$ cat config.mk
export PLATFORM = sky130hd
export DESIGN_NAME = prog_clock_divider_flat
export DESIGN_NICKNAME = d
export VERILOG_FILES = /design/src/rtl/prog_clock_divider_if.sv /design/src/rtl/prog_clock_divider.sv /design/src/flat_wrapper.sv
export SDC_FILE = /design/constraint.sdc
export NUM_CORES = 1
export LEC_CHECK = 0
export CELL_PAD_IN_SITES_DETAIL_PLACEMENT = 1
export CELL_PAD_IN_SITES_GLOBAL_PLACEMENT = 2
export CORE_UTILIZATION = 43
export DETAILED_ROUTE_END_ITERATION = 10
export GPL_TIMING_DRIVEN = 0
export PLACE_DENSITY_LB_ADDON = 0.1
export SYNTH_ARGS = -nofsm -noshare
export SYNTH_HDL_FRONTEND = slang
export SYNTH_SLANG_ARGS = --single-unit
export TNS_END_PERCENT = 5
$ cat constraint.sdc
create_clock -name clk_in -period 6.8 [get_ports clk_in]
set_input_delay 1.02 -clock clk_in [delete_from_list [all_inputs] [get_ports clk_in]]
set_output_delay 1.02 -clock clk_in [all_outputs]
set_load 0.03 [all_outputs]
$ cat src/rtl/prog_clock_divider_if.sv
// Configuration write channel for prog_clock_divider: a valid/ready request
// carrying a channel index and a new high/low phase-length pair.
interface prog_clock_divider_if #(
  parameter int NUM_CH = 2,
  parameter int CNT_W  = 8
) ();
  localparam int CH_W = (NUM_CH > 1) ? $clog2(NUM_CH) : 1;

  logic             cfg_valid;
  logic             cfg_ready;
  logic [CH_W-1:0]  cfg_ch;
  logic [CNT_W-1:0] cfg_high;
  logic [CNT_W-1:0] cfg_low;

  modport master (
    output cfg_valid, cfg_ch, cfg_high, cfg_low,
    input  cfg_ready
  );

  modport slave (
    input  cfg_valid, cfg_ch, cfg_high, cfg_low,
    output cfg_ready
  );
endinterface

$ cat src/rtl/prog_clock_divider.sv
// Multi-channel programmable clock divider with independent high/low phase
// lengths and glitch-free shadow reconfiguration at period boundaries.
module prog_clock_divider #(
  parameter int NUM_CH   = 2,
  parameter int CNT_W    = 8,
  parameter int DEF_HIGH = 3,
  parameter int DEF_LOW  = 3
) (
  input  logic               clk_in,
  input  logic               rst_n,
  input  logic [NUM_CH-1:0]  en,
  prog_clock_divider_if.slave cfg,
  output logic [NUM_CH-1:0]  clk_out,
  output logic [NUM_CH-1:0]  rise_tick,
  output logic [NUM_CH-1:0]  pending
);
  localparam int               CH_W  = (NUM_CH > 1) ? $clog2(NUM_CH) : 1;
  localparam logic [CNT_W-1:0] DEF_H = CNT_W'(DEF_HIGH);
  localparam logic [CNT_W-1:0] DEF_L = CNT_W'(DEF_LOW);
  localparam logic [CNT_W-1:0] ONE   = CNT_W'(1);

  logic [CNT_W-1:0]  act_high [NUM_CH];
  logic [CNT_W-1:0]  act_low  [NUM_CH];
  logic [CNT_W-1:0]  shd_high [NUM_CH];
  logic [CNT_W-1:0]  shd_low  [NUM_CH];
  logic [CNT_W-1:0]  cnt      [NUM_CH];
  logic [NUM_CH-1:0] run_q;
  logic [NUM_CH-1:0] wr_hit;
  logic              ready_c;

  // A programmed length of zero behaves as a one-cycle phase.
  function automatic logic [CNT_W-1:0] eff_len(input logic [CNT_W-1:0] len);
    return (len == '0) ? ONE : len;
  endfunction

  // Out-of-range channel indices never match, so such writes are accepted and dropped.
  // NOTE: every always_comb output gets a default first so no path leaves it unassigned (no latch).
  always_comb begin
    ready_c = 1'b1;
    wr_hit  = '0;
    for (int i = 0; i < NUM_CH; i++) begin
      if (cfg.cfg_ch == CH_W'(i)) begin
        if (pending[i]) ready_c = 1'b0;
        wr_hit[i] = cfg.cfg_valid && !pending[i];
      end
    end
  end

  assign cfg.cfg_ready = ready_c;

  // clk_out doubles as the phase bit: 1 = high phase, 0 = low phase.
  // NOTE: sequential state uses non-blocking assignments so every channel sees pre-edge values.
  always_ff @(posedge clk_in or negedge rst_n) begin
    if (!rst_n) begin
      // NOTE: the per-channel length arrays are reset because their reset value is functional (DEF_HIGH/DEF_LOW).
      for (int i = 0; i < NUM_CH; i++) begin
        act_high[i] <= DEF_H;
        act_low[i]  <= DEF_L;
        shd_high[i] <= DEF_H;
        shd_low[i]  <= DEF_L;
        cnt[i]      <= '0;
      end
      run_q     <= '0;
      clk_out   <= '0;
      rise_tick <= '0;
      pending   <= '0;
    end else begin
      for (int i = 0; i < NUM_CH; i++) begin
        rise_tick[i] <= 1'b0;
        run_q[i]     <= en[i];

        // A write can only hit a channel whose pending flag is clear, so it never collides with the apply below.
        if (wr_hit[i]) begin
          shd_high[i] <= cfg.cfg_high;
          shd_low[i]  <= cfg.cfg_low;
          pending[i]  <= 1'b1;
        end

        if (!en[i]) begin
          clk_out[i] <= 1'b0;
          cnt[i]     <= '0;
          if (pending[i]) begin
            act_high[i] <= shd_high[i];
            act_low[i]  <= shd_low[i];
            pending[i]  <= 1'b0;
          end
        end else if (!run_q[i] ||
                     (!clk_out[i] && cnt[i] == eff_len(act_low[i]) - ONE)) begin
          clk_out[i]   <= 1'b1;
          rise_tick[i] <= 1'b1;
          cnt[i]       <= '0;
          if (pending[i]) begin
            act_high[i] <= shd_high[i];
            act_low[i]  <= shd_low[i];
            pending[i]  <= 1'b0;
          end
        end else if (clk_out[i] && cnt[i] == eff_len(act_high[i]) - ONE) begin
          clk_out[i] <= 1'b0;
          cnt[i]     <= '0;
        end else begin
          cnt[i] <= cnt[i] + ONE;
        end
      end
    end
  end
endmodule

$ cat src/flat_wrapper.sv
// flat-port wrapper written by rule: the top's interface ports become plain ports
module prog_clock_divider_flat 
#(
  parameter int NUM_CH   = 2,
  parameter int CNT_W    = 8,
  parameter int DEF_HIGH = 3,
  parameter int DEF_LOW  = 3
)
  (clk_in, rst_n, en, clk_out, rise_tick, pending, cfg_cfg_valid, cfg_cfg_ch, cfg_cfg_high, cfg_cfg_low, cfg_cfg_ready);
  prog_clock_divider_if #(.NUM_CH(NUM_CH), .CNT_W(CNT_W)) cfg_i ();
  input  logic clk_in;
  input  logic rst_n;
  input  logic [NUM_CH-1:0] en;
  output logic [NUM_CH-1:0] clk_out;
  output logic [NUM_CH-1:0] rise_tick;
  output logic [NUM_CH-1:0] pending;
  input wire logic [$bits(cfg_i.cfg_valid)-1:0] cfg_cfg_valid;
  input wire logic [$bits(cfg_i.cfg_ch)-1:0] cfg_cfg_ch;
  input wire logic [$bits(cfg_i.cfg_high)-1:0] cfg_cfg_high;
  input wire logic [$bits(cfg_i.cfg_low)-1:0] cfg_cfg_low;
  output wire logic [$bits(cfg_i.cfg_ready)-1:0] cfg_cfg_ready;
  assign cfg_i.cfg_valid = cfg_cfg_valid;
  assign cfg_i.cfg_ch = cfg_cfg_ch;
  assign cfg_i.cfg_high = cfg_cfg_high;
  assign cfg_i.cfg_low = cfg_cfg_low;
  assign cfg_cfg_ready = cfg_i.cfg_ready;
  prog_clock_divider #(.NUM_CH(NUM_CH), .CNT_W(CNT_W), .DEF_HIGH(DEF_HIGH), .DEF_LOW(DEF_LOW)) u_core (.clk_in(clk_in), .rst_n(rst_n), .en(en), .cfg(cfg_i), .clk_out(clk_out), .rise_tick(rise_tick), .pending(pending));
endmodule
==> impl_metrics.json <==
{
  "p_int_mw": 1.16,
  "synth_flop_cell": "dfrtp_1",
  "power.total_mw": 1.78,
  "arrival_ns": 4.05,
  "drtPass1Iterations": 4,
  "core_um2": 10400,
  "num_rows": 37,
  "postLayoutCellArea_um2": 5370,
  "path_class": "register to register",
  "period_needed_ns": 3.80,
  "outcome": "completed",
  "cp-start-kind": "register",
  "dieArea_um2": 11300,
  "mostFrequentLayoutCells": "72 x dfrtp_1, 47 x mux2_2, 33 x nor2_1, 27 x xnor2_1, 27 x clkdlybuf4s50_1",
  "grt_overflow_total": 0,
  "leakagePower_nw": 2.16,
  "p_comb_share_pct": 31.4,
  "first_iter_violations": 147,
  "use_met3_pct": 6.25,
  "cp_slowest_cell": "or4_1",
  "worstMarginPinSlew_ns": 1.31,
  "cts_inserted_buffers": 9,
  "clk_latency_ns": 0.38,
  "grt_use_met2_pct": 34.2,
  "drc": 0,
  "finalWirelength_mm": 11.5,
  "powerDensity_nw_per_um2": 333,
  "pin_count": 29,
  "wl_per_cell_um": 19.2,
  "finalSetupViolCount": 0,
  "placed_cell_area_um2": 5140,
  "path_max_fanout": 8,
  "hold_class": "register to register",
  "cts.hold.buffers_added": 0,
  "die_height_um": 106,
  "ctsResizeCount": 0,
  "dp_hpwl_mm": 8.33,
  "clock.fmax_ghz": 0.263,
  "final_common_cell": "dfrtp_1",
  "path_delay_family": "simple AND/OR/NAND/NOR gates",
  "worstSetupEndpointType": "register",
  "n_antenna_cell": 0,
  "synth-edff-count": 0,
  "htreeDepth": 3,
  "maxSlewViolCount": 0,
  "yosysTopAreaCellShare_pct": 38.6,
  "crit_required_ns": 7.05,
  "cts_tree": "built",
  "clk_transition_reported_paths_ns": 0.09,
  "clock_path_buffers": 2,
  "cts_root_buf": "clkbuf_8",
  "peakVddDrop_v": 0.000201,
  "postSynth.asyncResetShare_pct": 100,
  "grt_max_degree": 53,
  "synth-seq-area-share_pct": 47.6,
  "maxCapViolCount": 0,
  "synth_fp_nets": 443,
  "fin_skew_ns": 0.0104,
  "synth_cell_type_count": 63,
  "place.gp.congestion": 0.826,
  "cp_slowest_stage_delay_ns": 0.61,
  "relSlewSlack_pct": 12.2,
  "grt_antenna_before_repair": 0,
  "ant_nets": 0,
  "grt_pass1_vias": 3609,
  "crit_chain": "clkbuf_1 -> or4_1 -> nor4_1 -> nor2_1 -> ha_1 -> nor3b_1 -> a21oi_1 -> or4b_1 -> nor4_1 -> nand4b_1 -> nor2_1",
  "syn2layout_area_growth_pct": 14.9,
  "fin_tns_setup_ns": 0,
  "start_util_pct": 44.8,
  "p_sw_uw": 623,
  "synth_cells": 415,
  "synthesis.area_um2": 4670,
  "ys_top_cells_by_area": "dfrtp_1 39%, mux2_2 11%, dfstp_2 9.0%",
  "hold_viol_final": 0,
  "nNetsFinal": 483,
  "grt_pass1_wl_mm": 18.8,
  "via_per_inst": 5.79,
  "rsz0062_at_grt": "no",
  "yosysWarnings": 0,
  "layout-drive-gt1-share_pct": 20.4,
  "vias": 3450,
  "switching_share_pct": 34.9,
  "fin_util_pct": 51.5,
  "seq_power_share_pct": 45.6,
  "grt.busiest_layer": "met2",
  "finalCritPeriodShare_pct": 55.9,
  "track_usage_pct": 22.1,
  "syn_area_per_cell_um2": 11.3,
  "fp.dieW_um": 106,
  "fin_ws_ns": 3.00,
  "cts.sinks": 88,
  "clockPowerShare_pct": 23.0,
  "portBuffers": 28,
  "place_ws_ns": 3.03,
  "path_buf_inv": 1,
  "grt.met1_usage_pct": 30.0,
  "yosys.area.top_type": "dfrtp_1",
  "ys_ff_latch": 88,
  "post_cts_buffers": 0
}
area by class of cell:
class | count | area (µm²)
flip-flops and latches | 88 | 2220
plain buffers | 18 | 92.6
fillers | 1131 | 5050
inverters | 17 | 63.8
well taps | 136 | 170
clock inverters | 6 | 92.6
clock buffers | 10 | 128
multi-input cells | 292 | 2290
repair buffers | 29 | 305
cell usage after synthesis, types with 3 or more instances:
| master | n |
|---|---|
| dfstp_2 | 16 |
| dfrtp_1 | 72 |
| inv_1 | 17 |
| o21ai_0 | 5 |
| a221o_1 | 16 |
| nand4_1 | 4 |
| nor2b_1 | 14 |
| and3_1 | 8 |
| clkbuf_1 | 12 |
| a21oi_1 | 9 |
| xnor2_1 | 27 |
| ha_1 | 6 |
| o211ai_1 | 5 |
| mux2_2 | 47 |
| nor3_1 | 8 |
| nor3b_1 | 3 |
| nor2_1 | 33 |
| nor4_1 | 6 |
| o31ai_1 | 3 |
| nand3_1 | 13 |
| xor2_1 | 13 |
| or4_1 | 6 |
| nand2_1 | 7 |
| nand2b_1 | 9 |
routing by layer:
layer / vias to the layer above / part of all wire (%)
li1: 1601 / -
met1: 1791 / 48
met2: 45 / 47
met3: 13 / 3.6
met4: 0 / 1.5
met5: - / 0
registers in the layout (all words and copies together), names as in the netlist:
| name | flops |
|---|---|
| u_core.cnt | 16 |
| u_core.pending | 2 |
| u_core.rise_tick | 2 |
| u_core.act_high | 16 |
| u_core.act_low | 16 |
| u_core.clk_out | 2 |
| u_core.run_q | 2 |
| u_core.shd_high | 16 |
| u_core.shd_low | 16 |
power groups by stage:
stage / clock network [mW] / logic [mW] / registers, mW
final: 0.410 / 0.561 / 0.814
after global placement: 0 / 0.532 / 0.815
after CTS: 0.426 / 0.566 / 0.815
after detailed placement: 0 / 0.559 / 0.822
after floorplan: 0 / 0.434 / 0.772
after global routing: 0.443 / 0.619 / 0.834
worst paths after layout:
| kind | slack, ns | cells past startpoint | to | start |
|---|---|---|---|---|
| worst max-delay path | 3.00 | 11 | u_core.cnt[7] | u_core.act_high[3] |
| worst min-delay path | 0.50 | 1 | u_core.act_high[6] | u_core.shd_high[6] |
| worst max register to register | 3.00 | 11 | u_core.cnt[7] | u_core.act_high[3] |
| worst min register to register | 0.50 | 1 | u_core.act_high[6] | u_core.shd_high[6] |
| max in group asynchronous | 5.53 | 2 | u_core.act_low[9] | rst_n |
| min in group asynchronous | 0.60 | 1 | u_core.cnt[2] | rst_n |
per-stage QoR:
stage	cells	hold WS, ns
floorplan	415	0.451
global placement	579	0.477
finish	596	0.503
global route	596	0.523
detailed placement	580	0.486
CTS	596	0.506
cell families after synthesis:
group,share of synthesized area [%]
and+or+nand+nor,16.0
DFF,47.6
AOI/OAI and AO/OA,11.7
muxes,11.8
xor gates and xnor gates,7.99
buffers and inverters,3.35
adders and majority gates,1.61
No activity file was read; power rests on OpenSTA's default activity.
